`src/rtl/ram_dp_lanes_clr_if.sv`:
```
// Bus bundle for ram_dp_lanes_clr: write port, read port and clear control.
//   master : driver side (testbench / datapath) -- drives requests, sees status and read data
//   slave  : RAM side -- receives requests, returns busy, wr_drop, rdata, rvalid
//   clr_req  clear sweep request pulse          busy     clear sweep in progress
//   wr_en    write request                      waddr    write address
//   wdata    write data                         wbe      per-lane write enables
//   wr_drop  write discarded while busy         rd_en    read request
//   raddr    read address                       rdata    read data
//   rvalid   rdata carries a completing read
interface ram_dp_lanes_clr_if #(
    parameter int unsigned ADDR_WIDTH = 4,
    parameter int unsigned DATA_WIDTH = 8,
    parameter int unsigned LANE_WIDTH = 4
);

    localparam int unsigned LANES = DATA_WIDTH / LANE_WIDTH;

    logic                  clr_req;
    logic                  busy;
    logic                  wr_en;
    logic [ADDR_WIDTH-1:0] waddr;
    logic [DATA_WIDTH-1:0] wdata;
    logic [LANES-1:0]      wbe;
    logic                  wr_drop;
    logic                  rd_en;
    logic [ADDR_WIDTH-1:0] raddr;
    logic [DATA_WIDTH-1:0] rdata;
    logic                  rvalid;

    modport master (
        output clr_req,
        output wr_en,
        output waddr,
        output wdata,
        output wbe,
        output rd_en,
        output raddr,
        input  busy,
        input  wr_drop,
        input  rdata,
        input  rvalid
    );

    modport slave (
        input  clr_req,
        input  wr_en,
        input  waddr,
        input  wdata,
        input  wbe,
        input  rd_en,
        input  raddr,
        output busy,
        output wr_drop,
        output rdata,
        output rvalid
    );

endinterface

```
`src/rtl/ram_dp_lanes_clr.sv`:
```
// Simple dual-port synchronous RAM with per-lane write enables, selectable
// read-during-write behaviour, optional output register and a hardware
// clear sweep that runs after every reset and on request.
// Ports:
//   clk    clock, all logic on posedge
//   rst_n  synchronous active-low reset
//   bus    ram_dp_lanes_clr_if.slave (write port, read port, clear control)
// Parameters:
//   ADDR_WIDTH  address bits, DEPTH = 1 << ADDR_WIDTH
//   DATA_WIDTH  word width, a multiple of LANE_WIDTH
//   LANE_WIDTH  bits per write-enable lane
//   RDW_MODE    same-address read+write: 0 = old word, 1 = lane-merged new word
//   OUT_REG     1 adds an output register (read latency 1 + OUT_REG)
//   CLR_VALUE   value written to every word by the clear sweep
module ram_dp_lanes_clr #(
    parameter int unsigned           ADDR_WIDTH = 4,
    parameter int unsigned           DATA_WIDTH = 8,
    parameter int unsigned           LANE_WIDTH = 4,
    parameter bit                    RDW_MODE   = 1'b0,
    parameter bit                    OUT_REG    = 1'b0,
    parameter logic [DATA_WIDTH-1:0] CLR_VALUE  = '0
) (
    input  logic              clk,
    input  logic              rst_n,
    ram_dp_lanes_clr_if.slave bus
);

    localparam int unsigned           DEPTH     = 1 << ADDR_WIDTH;
    localparam int unsigned           LANES     = DATA_WIDTH / LANE_WIDTH;
    localparam logic [ADDR_WIDTH-1:0] LAST_ADDR = ADDR_WIDTH'(DEPTH - 1);

    typedef enum logic {
        CLEAR = 1'b0,
        RUN   = 1'b1
    } state_t;

    state_t                state;
    state_t                state_next;
    logic [ADDR_WIDTH-1:0] clr_ptr;
    logic [ADDR_WIDTH-1:0] clr_ptr_next;
    logic                  busy_q;
    logic                  busy_next;
    logic                  drop_q;
    logic                  drop_next;
    logic                  wr_fire;
    logic                  rd_fire;

    logic [DATA_WIDTH-1:0] mem [DEPTH];
    logic [DATA_WIDTH-1:0] rd_word;

    logic                  stage_valid;
    logic [DATA_WIDTH-1:0] stage_data;
    logic                  rvalid_q;
    logic [DATA_WIDTH-1:0] rdata_q;

    // Next-state, sweep pointer and port gating
    always_comb begin
        state_next   = state;
        clr_ptr_next = clr_ptr;
        drop_next    = 1'b0;
        wr_fire      = 1'b0;
        rd_fire      = 1'b0;
        case (state)
            CLEAR: begin
                // Ports are blocked; a masked-off write is not worth reporting.
                clr_ptr_next = clr_ptr + ADDR_WIDTH'(1);
                drop_next    = bus.wr_en && (bus.wbe != '0);
                if (clr_ptr == LAST_ADDR) begin
                    state_next = RUN;
                end
            end
            RUN: begin
                // Traffic presented alongside clr_req still completes.
                wr_fire = bus.wr_en && (bus.wbe != '0);
                rd_fire = bus.rd_en;
                if (bus.clr_req) begin
                    state_next   = CLEAR;
                    clr_ptr_next = '0;
                end
            end
            default: begin
                state_next   = CLEAR;
                clr_ptr_next = '0;
            end
        endcase
        busy_next = (state_next == CLEAR);
    end

    // State register and registered status outputs
    always_ff @(posedge clk) begin
        if (!rst_n) begin
            state   <= CLEAR;
            clr_ptr <= '0;
            busy_q  <= 1'b1;
            drop_q  <= 1'b0;
        end else begin
            state   <= state_next;
            clr_ptr <= clr_ptr_next;
            busy_q  <= busy_next;
            drop_q  <= drop_next;
        end
    end

    // Storage: sweep writes in CLEAR, lane-masked writes in RUN; no reset of contents
    always_ff @(posedge clk) begin
        if (rst_n) begin
            if (state == CLEAR) begin
                mem[clr_ptr] <= CLR_VALUE;
            end else if (wr_fire) begin
                for (int unsigned i = 0; i < LANES; i++) begin
                    if (bus.wbe[i]) begin
                        mem[bus.waddr][i*LANE_WIDTH +: LANE_WIDTH] <=
                            bus.wdata[i*LANE_WIDTH +: LANE_WIDTH];
                    end
                end
            end
        end
    end

    // Read word, optionally forwarding the lanes being written this cycle
    always_comb begin
        rd_word = mem[bus.raddr];
        if (RDW_MODE && wr_fire && (bus.waddr == bus.raddr)) begin
            for (int unsigned i = 0; i < LANES; i++) begin
                if (bus.wbe[i]) begin
                    rd_word[i*LANE_WIDTH +: LANE_WIDTH] = bus.wdata[i*LANE_WIDTH +: LANE_WIDTH];
                end
            end
        end
    end

    // Optional first pipeline stage; it keeps draining while the sweep runs
    generate
        if (OUT_REG) begin : g_out_reg
            logic                  p1_valid;
            logic [DATA_WIDTH-1:0] p1_data;

            always_ff @(posedge clk) begin
                if (!rst_n) begin
                    p1_valid <= 1'b0;
                    p1_data  <= '0;
                end else begin
                    p1_valid <= rd_fire;
                    if (rd_fire) begin
                        p1_data <= rd_word;
                    end
                end
            end

            assign stage_valid = p1_valid;
            assign stage_data  = p1_data;
        end else begin : g_no_out_reg
            assign stage_valid = rd_fire;
            assign stage_data  = rd_word;
        end
    endgenerate

    // Output register: rdata holds its last value between completions
    always_ff @(posedge clk) begin
        if (!rst_n) begin
            rvalid_q <= 1'b0;
            rdata_q  <= '0;
        end else begin
            rvalid_q <= stage_valid;
            if (stage_valid) begin
                rdata_q <= stage_data;
            end
        end
    end

    assign bus.busy    = busy_q;
    assign bus.wr_drop = drop_q;
    assign bus.rvalid  = rvalid_q;
    assign bus.rdata   = rdata_q;

endmodule

```
`src/flat_wrapper.sv`:
```
// flat-port wrapper written by rule: the top's interface ports become plain ports
module ram_dp_lanes_clr_flat 
#(
    parameter int unsigned           ADDR_WIDTH = 4,
    parameter int unsigned           DATA_WIDTH = 8,
    parameter int unsigned           LANE_WIDTH = 4,
    parameter bit                    RDW_MODE   = 1'b0,
    parameter bit                    OUT_REG    = 1'b0,
    parameter logic [DATA_WIDTH-1:0] CLR_VALUE  = '0
)
  (clk, rst_n, bus_clr_req, bus_wr_en, bus_waddr, bus_wdata, bus_wbe, bus_rd_en, bus_raddr, bus_busy, bus_wr_drop, bus_rdata, bus_rvalid);
  ram_dp_lanes_clr_if #(.ADDR_WIDTH(ADDR_WIDTH), .DATA_WIDTH(DATA_WIDTH), .LANE_WIDTH(LANE_WIDTH)) bus_i ();
  input  logic clk;
  input  logic rst_n;
  input wire logic [$bits(bus_i.clr_req)-1:0] bus_clr_req;
  input wire logic [$bits(bus_i.wr_en)-1:0] bus_wr_en;
  input wire logic [$bits(bus_i.waddr)-1:0] bus_waddr;
  input wire logic [$bits(bus_i.wdata)-1:0] bus_wdata;
  input wire logic [$bits(bus_i.wbe)-1:0] bus_wbe;
  input wire logic [$bits(bus_i.rd_en)-1:0] bus_rd_en;
  input wire logic [$bits(bus_i.raddr)-1:0] bus_raddr;
  output wire logic [$bits(bus_i.busy)-1:0] bus_busy;
  output wire logic [$bits(bus_i.wr_drop)-1:0] bus_wr_drop;
  output wire logic [$bits(bus_i.rdata)-1:0] bus_rdata;
  output wire logic [$bits(bus_i.rvalid)-1:0] bus_rvalid;
  assign bus_i.clr_req = bus_clr_req;
  assign bus_i.wr_en = bus_wr_en;
  assign bus_i.waddr = bus_waddr;
  assign bus_i.wdata = bus_wdata;
  assign bus_i.wbe = bus_wbe;
  assign bus_i.rd_en = bus_rd_en;
  assign bus_i.raddr = bus_raddr;
  assign bus_busy = bus_i.busy;
  assign bus_wr_drop = bus_i.wr_drop;
  assign bus_rdata = bus_i.rdata;
  assign bus_rvalid = bus_i.rvalid;
  ram_dp_lanes_clr #(.ADDR_WIDTH(ADDR_WIDTH), .DATA_WIDTH(DATA_WIDTH), .LANE_WIDTH(LANE_WIDTH), .RDW_MODE(RDW_MODE), .OUT_REG(OUT_REG), .CLR_VALUE(CLR_VALUE)) u_core (.clk(clk), .rst_n(rst_n), .bus(bus_i));
endmodule
```
`config.mk`:
```
export PLATFORM = sky130hd
export DESIGN_NAME = ram_dp_lanes_clr_flat
export DESIGN_NICKNAME = d
export VERILOG_FILES = /design/src/rtl/ram_dp_lanes_clr_if.sv /design/src/rtl/ram_dp_lanes_clr.sv /design/src/flat_wrapper.sv
export SDC_FILE = /design/constraint.sdc
export NUM_CORES = 1
export LEC_CHECK = 0
export BUFFER_PORTS_ARGS = -buffer_cell sky130_fd_sc_hd__buf_2
export CORE_UTILIZATION = 50
export CTS_CLUSTER_DIAMETER = 100
export DETAILED_ROUTE_END_ITERATION = 7
export PLACE_DENSITY = 0.71
export REMOVE_ABC_BUFFERS = 1
export SYNTH_ARGS = -nofsm -noshare
export SYNTH_HDL_FRONTEND = slang
export SYNTH_SLANG_ARGS = --single-unit
```
`constraint.sdc`:
```
create_clock -name clk -period 2.6 [get_ports clk]
set_input_delay 0.39 -clock clk [delete_from_list [all_inputs] [get_ports clk]]
set_output_delay 0.39 -clock clk [all_outputs]
set_load 0.02 [all_outputs]
```
==> results by group, run 1 <==
Synth
  • Sequential area share after synthesis: 70.7%
  • Synth async-reset ratio: 0%
  • Post-synth top area cell: edfxtp_1
  • Synth cell count leaders: 128 x edfxtp_1, 37 x nor2_1, 22 x mux4_2
  • Most used DFF post-synth: edfxtp_1
  • Synth Warn #: 0
  • Mapped cell area: 5890 um2
  • Synth top area share: 65.3%
  • Top cells by area, synth: edfxtp_1 65%, mux4_2 8.4%, dfxtp_1 5.4%
  • Yosys reg bits: 144
  • Post-synth EDFFs: 128
  • Mean Syn Cell Area: roughly 18 um2
  • Most common cell in the netlist: edfxtp_1
  • Mapped Cells: 335
  • Post-synthesis cell type count: 37

STA
  • Setup violators final: 0
  • Final Hold Viols: 0
  • Max-slew violation count: 0
  • Clock Skew: 0.00680 ns
  • Post-route clock period utilization: ~85%
  • Worst-margin pin slew: approximately 0.65 ns
  • Post-layout min period: 2.22 ns
  • Setup TNS: 0 ns
  • Peak Freq: 451 MHz
  • RSZ-0062 raised after global routing: no
  • Relative slew slack: 56.1%
  • WHS: around 0.27 ns

Clock network
  • CTS sink count: between 100 and 150
  • CTS tree: built
  • TritonCTS buffer count: 17
  • Hold buffers post-CTS: 0
  • Clock Root Buffer: clkbuf_16
  • CTS max path bufs: 2
  • Clock transition at the registers of the reported paths: 0.06 ns
  • CTS resizes: 0
  • H-Tree Level Count: 4
  • Post CTS Setup Buffer Count: 0
  • Worst-skew pair later-pin latency: roughly 0.42 ns

Global route
  • Largest net degree at the start of global routing: 28
  • GRT Resource Usage Total: roughly a fifth
  • Total gr overflow: 0
  • M3 GR Usage: 4.88%
  • Initial antenna violation count: 0
  • Met2 Track Usage GR: 31.4%
  • Vias in the first global route: 3213
  • First-pass GRT wire length: 18800 um
  • Global route hottest layer: met2
  • Grt met1 use: 31.2%

Critical path
  • WP data required: 2.65 ns
  • Setup Crit Path Kind: reg -> reg
  • R2r setup slk: 0.38 ns
  • Worst path slowest cell: nor2_1
  • Crit path launch: u_core.state
  • Crit Path Max Fanout: 7
  • Slowest stage delay, CP: slightly below 0.5 ns
  • Crit path buf inv count: 1
  • CP Launch Type: register
  • Critical Path AT: approximately 2.3 ns
  • CP cell instances: o2111a_1 -> buf_4 -> mux2i_1 -> nand2b_1 -> nor2_1
  • Reg-to-Reg Start: u_core.state
  • Top Family by Delay on Critical Path: simple AND/OR/NAND/NOR gates
  • Setup crit end kind: register

Finish
  • Share of cells above drive strength 1: 26.5%
  • Area added between synthesis and finish: 16.2%
  • N_diodes: 0
  • Multi-input gate area: 1620 um2
  • Final instance area: 6840 um2
  • Register Area: around 4200 um2
  • Layout fillers: 825
  • Nets: 407

Placement
  • Port Buffers: 33
  • Placed inst area: roughly 6200 um2
  • Placed wire-length estimate: just over 8000 um
  • Gpl congestion: between 0.7 and 0.8

Routing
  • WL/cell: 22.4 um
  • # DRC: 0
  • Total iterations of the first detailed-routing run: 5
  • Antenna viol nets, final: 0
  • Routed wire length: roughly 12000 um
  • Drt first-iter violations: 320
  • Vias per cell: between 5 and 6
  • Via count: 3185

Power and ir drop
  • LEAKAGE: 0.00260 uW
  • Power Density: 761 nW/um2
  • Max VDD drop: 352 uV

Run status
  • Status: completed

Min path
  • Worst hold path class: in -> reg
  • Hold_sp: bus_wr_en

Floorplanning
  • Die area: 12200 um2
  • Core area: about 11000 um2
  • Initial Util: just over 50%
  • Vert. Die Dim: 111 um
  • Num ports: 34
  • Rows: 39
  • DIE WIDTH: 111 um

Job
  • Max-Cap Viols: 0
cell usage in the layout, fill, tap and decap left out, types with 4 or more instances in the layout:
cell       instances
nor2b_1            9
nand2_1           13
edfxtp_1         128
mux4_2            22
nand2b_1           9
a22oi_1            7
mux2_2            10
mux2i_1           18
and2_1            13
dfxtp_1           16
buf_2             33
nor2_1            37
clkbuf_16         17
mux4_1             8
bufinv_16          4
buf_4             11
o21ai_0            6
report_power, final:
part / switching [uW] / total [uW] / internal, uW / leakage (uW)
Clock: 891 / 2480 / 1590 / 0.000289
Combinational: 111 / 204 / 92.2 / 0.000788
Sequential: 12.4 / 2520 / 2510 / 0.00152
worst paths after layout:
check	endpoint	cells after the start
setup reg to reg	u_core.mem[6][2]	5
hold / removal	u_core.bus.wr_drop	3
hold reg to reg	u_core.bus.rdata[3]	2
setup / recovery	u_core.mem[6][2]	5
layout make-up:
class,count,share of cell area (%)
inverters,1,0.0549
well taps,143,2.62
clock buffers,20,6.38
multi-input cells,174,23.7
flip-flops and latches,144,60.9
repair buffers,45,3.91
clock inverters,12,2.43
tightest hold or removal path, stage by stage:
cell	delay, ns
buf_2	0.12
o21ai_0	0.07
nor3b_1	0.05
cell families after synthesis:
logic type / synth area share (%)
compound gates: 3.12
fa+ha+maj: 0.212
simple gates: 7.29
mux: 17.0
buf+inv: 1.70
flops: 70.7
per-layer routing:
metal | share of wire (%) | up-vias
met3 | 7.3 | 15
met1 | 46 | 1618
met5 | 0 | -
met4 | 1.2 | 0
met2 | 46 | 138
li1 | - | 1414
flip-flops by register name, indices dropped and copies added (netlist names):
signal              count
u_core.mem            128
u_core.bus.rdata        8
u_core.clr_ptr          4
u_core.bus.busy         1
u_core.bus.rvalid       1
u_core.bus.wr_drop      1
u_core.state            1
metrics by stage:
stage	setup slack [ns]	util (%)	std cells	power [uW]
global route	0.288	59.7	539	5350
floorplan	0.388	-	319	2670
detailed placement	0.276	54.4	507	2770
finish	0.381	59.7	539	5210
global placement	0.290	54.4	507	2770
CTS	0.425	59.7	539	5230
Note: power is estimated with default switching activity, not from simulation.
==> inputs of run 2 (changes only) <==
--- a/config.mk
+++ b/config.mk
@@ -6,11 +6,13 @@
 export NUM_CORES = 1
 export LEC_CHECK = 0
 export BUFFER_PORTS_ARGS = -buffer_cell sky130_fd_sc_hd__buf_2
+export CORE_ASPECT_RATIO = 0.9
 export CORE_UTILIZATION = 50
 export CTS_CLUSTER_DIAMETER = 100
 export DETAILED_ROUTE_END_ITERATION = 7
 export PLACE_DENSITY = 0.71
 export REMOVE_ABC_BUFFERS = 1
+export SKIP_CTS_REPAIR_TIMING = 1
 export SYNTH_ARGS = -nofsm -noshare
 export SYNTH_HDL_FRONTEND = slang
 export SYNTH_SLANG_ARGS = --single-unit
==> run 2 against run 1 <==
Largest cell class unchanged. Fmax grew 1.7%. Utilization up 0.25 points. Clock power grew 2%. Register-to-register slack improved by 0.04 ns.
==> results by group, run 2 (synthesized netlist as in run 1, its figures left out) <==
Finish
  • Area added between synthesis and finish: 16.3% (was 16.2%)
  • Share of cells above drive strength 1: 26.9% (was 26.5%)
  • Commonest non-fill, non-tap cell in the layout: edfxtp_1 (unchanged)
  • Layout fillers: 871 (was 825)
  • Post-Layout Cell Count: 550 (was 539)
  • Top reg by flops: u_core.mem (unchanged)
  • Nets: 405 (was 407)
  • Most frequent cells in the layout: 128 x edfxtp_1, 37 x nor2_1, 33 x buf_2, 22 x mux4_2, 18 x mux2i_1 (unchanged)
  • Util after Layout: 59.9% (was 59.7%)
  • N_diodes: 0 (unchanged)
  • Register Area: 4160 um2 (unchanged)
  • Multi-input gate area: 1620 um2 (unchanged)
  • Max FFs per register: 128 (unchanged)

Clock network
  • Worst-skew pair later-pin latency: 0.42 ns (about the same)
  • Clock transition at the registers of the reported paths: 0.06 ns (about the same)
  • CTS max path bufs: 2 (unchanged)
  • H-Tree Level Count: 4 (unchanged)
  • TritonCTS buffer count: 17 (unchanged)
  • CTS sink count: 144 (unchanged)
  • Clock Root Buffer: clkbuf_16 (unchanged)
  • CTS tree: built (unchanged)

Power and ir drop
  • Power Density: 764 nW/um2 (was 761 nW/um2)
  • Max VDD drop: 459 uV (was 352 uV)
  • LEAKAGE: 0.00260 uW (about the same)

STA
  • Post-route clock period utilization: 83.9% (was 85.4%)
  • Setup TNS: 0 ns (unchanged)
  • Final Hold Viols: 0 (unchanged)
  • Peak Freq: 458 MHz (was 451 MHz)
  • Worst-margin pin slew: 0.723 ns (was 0.652 ns)
  • Clock Skew: 0.00651 ns (was 0.00680 ns)
  • Max-slew violation count: 0 (unchanged)
  • RSZ-0062 raised after global routing: no (unchanged)
  • Post-layout min period: 2.18 ns (was 2.22 ns)
  • Setup violators final: 0 (unchanged)
  • Relative slew slack: 51.8% (was 56.1%)

Routing
  • Total iterations of the first detailed-routing run: 4 (was 5)
  • WL/cell: 21.1 um (was 22.4 um)
  • Via count: 3072 (was 3185)
  • Routed wire length: 11600 um (was 12100 um)
  • Antenna viol nets, final: 0 (unchanged)
  • Vias per cell: 5.59 (was 5.91)
  • # DRC: 0 (unchanged)
  • Drt first-iter violations: 247 (was 320)

Global route
  • GRT Resource Usage Total: 21.5% (was 21.3%)
  • First-pass GRT wire length: 18100 um (was 18800 um)
  • Initial antenna violation count: 0 (unchanged)
  • Total gr overflow: 0 (unchanged)
  • Vias in the first global route: 3154 (was 3213)
  • Largest net degree at the start of global routing: 20 (was 28)

Floorplanning
  • Rows: 37 (was 39)
  • Num ports: 34 (unchanged)
  • DIE WIDTH: 116 um (was 111 um)
  • Initial Util: 51.5% (was 51.3%)
  • Vert. Die Dim: 105 um (was 111 um)
  • Die area: 12200 um2 (about the same)
  • Core area: 11400 um2 (was 11500 um2)

Critical path
  • Crit Path Max Fanout: 7 (unchanged)
  • WP data required: 2.68 ns (was 2.65 ns)
  • Setup crit end kind: register (unchanged)
  • CP Launch Type: register (unchanged)
  • Critical Path AT: 2.26 ns (was 2.27 ns)
  • Setup Crit Path Kind: reg -> reg (unchanged)

Placement
  • Placed wire-length estimate: 7880 um (was 8250 um)
  • Gpl congestion: 0.760 (was 0.796)
  • Port Buffers: 33 (unchanged)
  • Inst Count DP: 518 (was 507)

Min path
  • Worst hold path class: in -> reg (unchanged)

Job
  • Max-Cap Viols: 0 (unchanged)

Run status
  • Status: completed (unchanged)
-- run 2: critical path, stage by stage (launching register included) --
cell and delay, ns:
dfxtp_1 0.38, o2111a_1 0.40, mux2_2 0.44, nand2b_1 0.23, nor2_1 0.38
-- run 2: worst paths after layout --
| path | from | endpoint | slack, ns | depth (start not counted) |
|---|---|---|---|---|
| max | u_core.state | u_core.mem[13][5] | 0.42 | 4 |
| min | bus_rd_en | u_core.bus.rvalid | 0.27 | 2 |
| max reg2reg | u_core.state | u_core.mem[13][5] | 0.42 | 4 |
| min reg2reg | u_core.bus.rdata[3] | u_core.bus.rdata[3] | 0.47 | 2 |
-- run 2: power breakdown --
part	total (uW)	switching, uW	internal (uW)	leakage (uW)
clock network	2520	874	1650	0.000299
logic	195	106	89.0	0.000773
registers	2520	11.3	2510	0.00152
-- run 2: final cells by class --
| cell class | instances | share of cell area, % |
|---|---|---|
| Sequential cell | 144 | 60.8 |
| Timing Repair Buffer | 43 | 3.51 |
| Clock inverter | 11 | 2.37 |
| Multi-Input combinational cell | 174 | 23.7 |
| Tap cell | 156 | 2.85 |
| Clock buffer | 21 | 6.72 |
| Inverter | 1 | 0.0548 |
-- run 2: layer usage --
metal / track usage [%] / up-vias / part of all wire, %
met3: 5.05 / 12 / 5.3
li1: - / 1413 / -
met4: 8.42 / 0 / 1.3
met1: 31.5 / 1548 / 45
met5: 0 / - / 0
met2: 31.1 / 99 / 48
-- run 2: per-stage QoR --
stage                     total power (uW)  setup WS (ns)  instance area (um2)  hold WS (ns)
after global placement                2760          0.303                 6230         0.467
after floorplan                       2670          0.388                 5790         0.452
after CTS                             5260          0.427                 6850         0.247
final                                 5240          0.418                 6850         0.273
after detailed placement              2760          0.283                 6230         0.473
after global routing                  5380          0.329                 6850         0.269
